**config.mk**
```make
export PLATFORM = sky130hd
export DESIGN_NAME = ula_multiciclo
export DESIGN_NICKNAME = d
export VERILOG_FILES = /design/src/rtl/ula_multiciclo.sv
export SDC_FILE = /design/constraint.sdc
export NUM_CORES = 2
export LEC_CHECK = 0
export BUFFER_PORTS_ARGS = -buffer_cell sky130_fd_sc_hd__buf_2
export CORE_AREA = 2 2 455 231
export DETAILED_ROUTE_END_ITERATION = 12
export DIE_AREA = 0 0 457 233
export PLACE_DENSITY = 0.63
export SYNTH_ARGS = -nofsm -noshare
export SYNTH_HDL_FRONTEND = slang
export SYNTH_SLANG_ARGS = --single-unit
export TNS_END_PERCENT = 30
```
**constraint.sdc**
```tcl
create_clock -name clk -period 7.1 [get_ports clk]
set_input_delay 0 -clock clk [delete_from_list [all_inputs] [get_ports clk]]
set_output_delay 0 -clock clk [all_outputs]
set_load 0.05 [all_outputs]
```
**src/rtl/ula_multiciclo.sv**
```systemverilog
// ula_multiciclo: ALU with single-cycle add/subtract and iterative unsigned
// multiply (shift-and-add) and divide (restoring), one bit per clock.
// Compare flags are purely combinational on the live operands.
module ula_multiciclo #(
    parameter int BITS = 64
) (
    input  logic            clk,
    input  logic            reset,
    input  logic [BITS-1:0] dina,
    input  logic [BITS-1:0] dinb,
    input  logic [BITS-1:0] imm,
    input  logic            usa_imm,
    input  logic [2:0]      op,
    input  logic            start,
    output logic [BITS-1:0] dout,
    output logic            pronto,
    output logic            ocupado,
    output logic            flag_igual,
    output logic            flag_menor,
    output logic            flag_maior_igual_u
);

    localparam int CW = $clog2(BITS);

    typedef enum logic [1:0] {
        OCIOSO,
        CALCULA,
        FIM
    } estado_t;

    typedef enum logic [2:0] {
        OP_NAO     = 3'd0,
        OP_SOMA    = 3'd1,
        OP_SUBTRAI = 3'd2,
        OP_MUL     = 3'd3,
        OP_MULHU   = 3'd4,
        OP_DIVU    = 3'd5,
        OP_REMU    = 3'd6,
        OP_RESERV  = 3'd7
    } op_t;

    estado_t           r_estado;
    op_t               r_op;
    logic [BITS-1:0]   r_a;       // latched multiplicand
    logic [BITS-1:0]   r_b;       // latched divisor
    logic [2*BITS-1:0] r_prod;    // {partial sum, remaining multiplier bits}
    logic [BITS-1:0]   r_quoc;    // dividend shifts out, quotient shifts in
    logic [BITS-1:0]   r_resto;
    logic [CW-1:0]     r_cont;

    logic [BITS-1:0]   w_fator2;
    logic [BITS:0]     w_mul_soma;
    logic [BITS:0]     w_div_parcial;
    logic [BITS:0]     w_div_dif;
    logic              w_div_cabe;

    assign w_fator2 = usa_imm ? imm : dinb;

    // One multiply step: add the multiplicand when the current multiplier bit is set.
    assign w_mul_soma = {1'b0, r_prod[2*BITS-1:BITS]} + (r_prod[0] ? {1'b0, r_a} : '0);

    // One restoring-divide step: bring in the next dividend bit and trial-subtract.
    assign w_div_parcial = {r_resto, r_quoc[BITS-1]};
    assign w_div_dif     = w_div_parcial - {1'b0, r_b};
    assign w_div_cabe    = ~w_div_dif[BITS];

    // Compare flags follow the live inputs regardless of FSM state or usa_imm.
    assign flag_igual         = (dina == dinb);
    assign flag_menor         = ($signed(dina) < $signed(dinb));
    assign flag_maior_igual_u = (dina >= dinb);

    // Control FSM and datapath registers with registered outputs.
    always_ff @(posedge clk) begin
        if (reset) begin
            // NOTE: datapath registers are reset too so an aborted operation leaves no residue.
            r_estado <= OCIOSO;
            r_op     <= OP_NAO;
            r_a      <= '0;
            r_b      <= '0;
            r_prod   <= '0;
            r_quoc   <= '0;
            r_resto  <= '0;
            r_cont   <= '0;
            dout     <= '0;
            pronto   <= 1'b0;
            ocupado  <= 1'b0;
        end else begin
            // NOTE: non-blocking assignments so every register sees pre-edge values.
            pronto <= 1'b0;
            case (r_estado)
                OCIOSO: begin
                    if (start) begin
                        r_op <= op_t'(op);
                        r_a  <= dina;
                        r_b  <= w_fator2;
                        case (op_t'(op))
                            OP_SOMA: begin
                                dout   <= dina + w_fator2;
                                pronto <= 1'b1;
                            end
                            OP_SUBTRAI: begin
                                dout   <= dina - w_fator2;
                                pronto <= 1'b1;
                            end
                            OP_MUL, OP_MULHU: begin
                                r_prod   <= {{BITS{1'b0}}, w_fator2};
                                r_cont   <= CW'(BITS - 1);
                                ocupado  <= 1'b1;
                                r_estado <= CALCULA;
                            end
                            OP_DIVU, OP_REMU: begin
                                if (w_fator2 == '0) begin
                                    // Division by zero short-circuits without iterating.
                                    dout   <= (op_t'(op) == OP_DIVU) ? '1 : dina;
                                    pronto <= 1'b1;
                                end else begin
                                    r_quoc   <= dina;
                                    r_resto  <= '0;
                                    r_cont   <= CW'(BITS - 1);
                                    ocupado  <= 1'b1;
                                    r_estado <= CALCULA;
                                end
                            end
                            default: begin
                                dout   <= '0;
                                pronto <= 1'b1;
                            end
                        endcase
                    end
                end

                CALCULA: begin
                    if (r_op == OP_MUL || r_op == OP_MULHU) begin
                        r_prod <= {w_mul_soma, r_prod[BITS-1:1]};
                    end else begin
                        r_resto <= w_div_cabe ? w_div_dif[BITS-1:0] : w_div_parcial[BITS-1:0];
                        r_quoc  <= {r_quoc[BITS-2:0], w_div_cabe};
                    end
                    if (r_cont == '0) begin
                        r_estado <= FIM;
                    end else begin
                        r_cont <= r_cont - CW'(1);
                    end
                end

                FIM: begin
                    case (r_op)
                        OP_MUL:   dout <= r_prod[BITS-1:0];
                        OP_MULHU: dout <= r_prod[2*BITS-1:BITS];
                        OP_DIVU:  dout <= r_quoc;
                        default:  dout <= r_resto;
                    endcase
                    pronto   <= 1'b1;
                    ocupado  <= 1'b0;
                    r_estado <= OCIOSO;
                end

                default: begin
                    ocupado  <= 1'b0;
                    r_estado <= OCIOSO;
                end
            endcase
        end
    end

endmodule

```
==> results by group <==
Place
  – HPWL after DPL: 129,900 um
  – Placed cells: 6,167
  – IO Port Bufs: 267
  – Last weighted congestion value of the routability-driven placer: 1.089

Cells and area
  – Share of layout cells above drive strength 1: 9.570%
  – NumNets Final: 5,468
  – Area added between synthesis and finish: 16.14%
  – Filler-free cell count of the finished design: 6,417
  – Post-layout util: 40.57%

Power and ir drop
  – Combinational share of power: 29.7%
  – Power share of the clock group: 35.9%
  – Pwr dens: 204.7 nW/um2
  – Leak pwr: 17.70 nW
  – Total net switching power: 0.003114 W
  – Seq pwr share: 34.4%
  – Maximum vdd ir drop: 0.0001973 V
  – Share of total power consumed by net switching: 36.69%
  – Total Power Consumption: 0.008488 W
  – Power Internal: 0.005373 W

Die
  – Standard-cell rows: 83
  – Die Span Y: 233 um
  – Core footprint: 102,200 um2
  – DIE AREA: 106,500 um2
  – Initial Utilization: 34.93%
  – I/O pin cnt: 268
  – Die extent in x: 457 um

Timing
  – Worst Skew: 44.04 ps
  – Final number of hold-violating endpoints: 0
  – Slew at the pin with the worst max-slew slack: 1172 ps
  – Post-route minimum period: 6082 ps
  – Number of max-slew violations in the final report: 0
  – Tcrit/Tclk final: 85.66%
  – RSZ-0062 raised after global routing: no
  – Max Fclk: 164.4 MHz
  – Setup violation total in the final timing report: 0
  – Aggregate negative setup slack: 0 ps
  – Max-slew headroom at the worst pin: 21.38%

Synthesis
  – Summed instance area of the synthesized netlist: 35,700 um2
  – Yosys cell types: 89
  – Library cell with the largest summed area after synthesis: sky130_fd_sc_hd__dfxtp_1
  – Average footprint of a synthesized cell: 7.440 um2
  – Async SR Flop Fraction: 0%
  – Prevailing post-synth register cell: sky130_fd_sc_hd__dfxtp_1
  – Flop and latch count out of synthesis: 461
  – Cell with the most instances after synthesis: sky130_fd_sc_hd__nor2_1
  – Yosys Warn Count: 0
  – Count of flip-flops with a built-in enable after synthesis: 0
  – Post-synthesis cell count: 4,798
  – Post-synthesis sequential area ratio: 25.85%
  – Top post-synthesis cells by area: sky130_fd_sc_hd__dfxtp_1 26%, sky130_fd_sc_hd__ha_1 9.0%, sky130_fd_sc_hd__a21oi_1 6.5%, sky130_fd_sc_hd__nor2_1 6.0%, sky130_fd_sc_hd__nand2_1 5.4%
  – Share of Yosys cell area claimed by the top area cell type: 25.85%
  – List of most frequent post-synthesis cells: 569 x sky130_fd_sc_hd__nor2_1, 518 x sky130_fd_sc_hd__nand2_1, 462 x sky130_fd_sc_hd__a21oi_1
  – Post-synthesis net count: 5,258

Global route
  – Vias in the first global route: 34,700
  – Largest net degree at the start of global routing: 95
  – Initial antenna violation count: 20
  – Grt ovf: 0
  – GR Util All Layers: 29.87%
  – First-pass GRT wire length: 237,300 um

Routing
  – Aggregate routed wire length: 166,900 um
  – Post-detailed-route via-to-cell ratio: 6.022
  – Antenna viol nets, final: 0
  – Avg WL per Cell: 26.00 um
  – Vias: 38,640
  – Drt drc: 0
  – Number of DRC violations after detailed-routing iteration 0: 4,661
  – Drt pass-1 iters: 7

CTS
  – Number of buffers created by CTS: 50
  – H-tree levels: 2
  – Cell at the root of the clock tree: sky130_fd_sc_hd__clkbuf_16
  – CTS max path bufs: 3
  – CTS tree: built
  – Later-pin clock latency in the skew report: 650 ps
  – Number of cells upsized or downsized after cts: 0
  – Number of clock sinks seen by CTS: 461
  – Worst-path clk slew: 70 ps

Outcome
  – Result of the run: completed

Setup path
  – CP Capture Type: register
  – Data required time at the worst endpoint: 7640 ps
  – Worst-path fanout max: 7
  – Data arrival time at the worst-slack endpoint: 6620 ps
  – Kind of critical path: in2reg
  – Cell with the largest stage delay on the worst path: sky130_fd_sc_hd__dlygate4sd3_1
  – Delay contributed by the slowest stage of the critical path: 530 ps
  – Startpoint type of the worst setup path: input pin

Worst hold path
  – Path class of the lowest-slack min-delay path: in2reg

Flow run
  – Number of max-cap violations: 0
-- through the flow --
step | cell area [um2] | hold WS, ps | worst slack (ps)
floorplan | 35700 | 136.0 | 760.3
global placement | 38060 | 294.7 | 962.4
detailed placement | 38060 | 299.5 | 822.4
CTS | 41430 | 0.07744 | 1293
global route | 41450 | 36.74 | 609.5
finish | 41460 | 41.96 | 1018
-- critical path: cells and delay by family --
family	cells	cell delay, ps
buffers and inverters	3	840
multiplexers	1	320
AND/OR/NAND/NOR	6	1350
XOR/XNOR	1	360
AO/OA/AOI/OAI	12	3120
adder cells (fa/ha/maj)	2	630
-- layout by cell type (no fill, tap or decap), types with 157 or more instances in the layout --
master and count:
sky130_fd_sc_hd__a211oi_1 157, sky130_fd_sc_hd__a21o_1 165, sky130_fd_sc_hd__a21oi_1 461, sky130_fd_sc_hd__buf_2 265, sky130_fd_sc_hd__dfxtp_1 460, sky130_fd_sc_hd__ha_1 258
sky130_fd_sc_hd__inv_1 199, sky130_fd_sc_hd__nand2_1 514, sky130_fd_sc_hd__nor2_1 567, sky130_fd_sc_hd__o21ai_0 252
-- power by group through the flow --
stage                     clock, W  sequential (W)  combinational, W
final                      0.00305         0.00292           0.00252
after global routing       0.00317         0.00294           0.00269
after CTS                  0.00308         0.00291           0.00243
after detailed placement         0         0.00297           0.00234
after global placement           0         0.00296           0.00233
after floorplan                  0         0.00303           0.00149
-- area by class of cell --
cell class / count / area, um2
fillers: 10560 / 60730
multi-input cells: 3807 / 24450
flip-flops and latches: 461 / 9233
repair buffers: 487 / 3411
well taps: 1360 / 1702
clock buffers: 65 / 1440
inverters: 201 / 754.5
clock inverters: 26 / 444.2
diodes: 10 / 25.02
-- sequential cells by signal (all words and copies together) (netlist names) --
name and count:
dout 64, ocupado 1, pronto 1, r_a 64, r_b 64, r_cont 6
r_estado 2, r_op 3, r_prod 128, r_quoc 64, r_resto 64
-- kinds of logic (layout without fill, tap and decap cells) --
group	count (synthesis)	in the layout	synth area share [%]
multiplexers	131	131	3.719
adder cells (fa/ha/maj)	261	261	9.212
flip-flops	461	461	25.85
AO/OA/AOI/OAI	1592	1592	29.60
AND/OR/NAND/NOR	1592	1592	20.05
other	0	10	0
buffers and inverters	530	779	5.892
XOR/XNOR	231	231	5.668
-- layer usage --
metal | vias to the layer above | part of all wire, % | GRT usage [%]
met2 | 2116 | 36 | 38.23
met4 | 2 | 3.1 | 8.578
met5 | - | 0.0066 | 0
met1 | 18490 | 46 | 44.27
li1 | 17780 | - | -
met3 | 259 | 15 | 12.10
-- worst paths after layout --
check / startpoint / endpoint / slack, ps / cells after the start
worst max-delay path: imm[1] / dout[63] / 1020 / 25
worst min-delay path: dinb[57] / r_b[57] / 40 / 6
worst max register to register: r_quoc[63] / r_resto[56] / 1980 / 15
worst min register to register: r_a[56] / r_a[56] / 450 / 2
-- repair_timing --
action | 4_1_cts | 5_1_grt
setup buffers | 0 | 0
hold buffers | 149 | 0
hold endpoints to repair | 231 | 0
No activity file was read; power rests on OpenSTA's default activity.
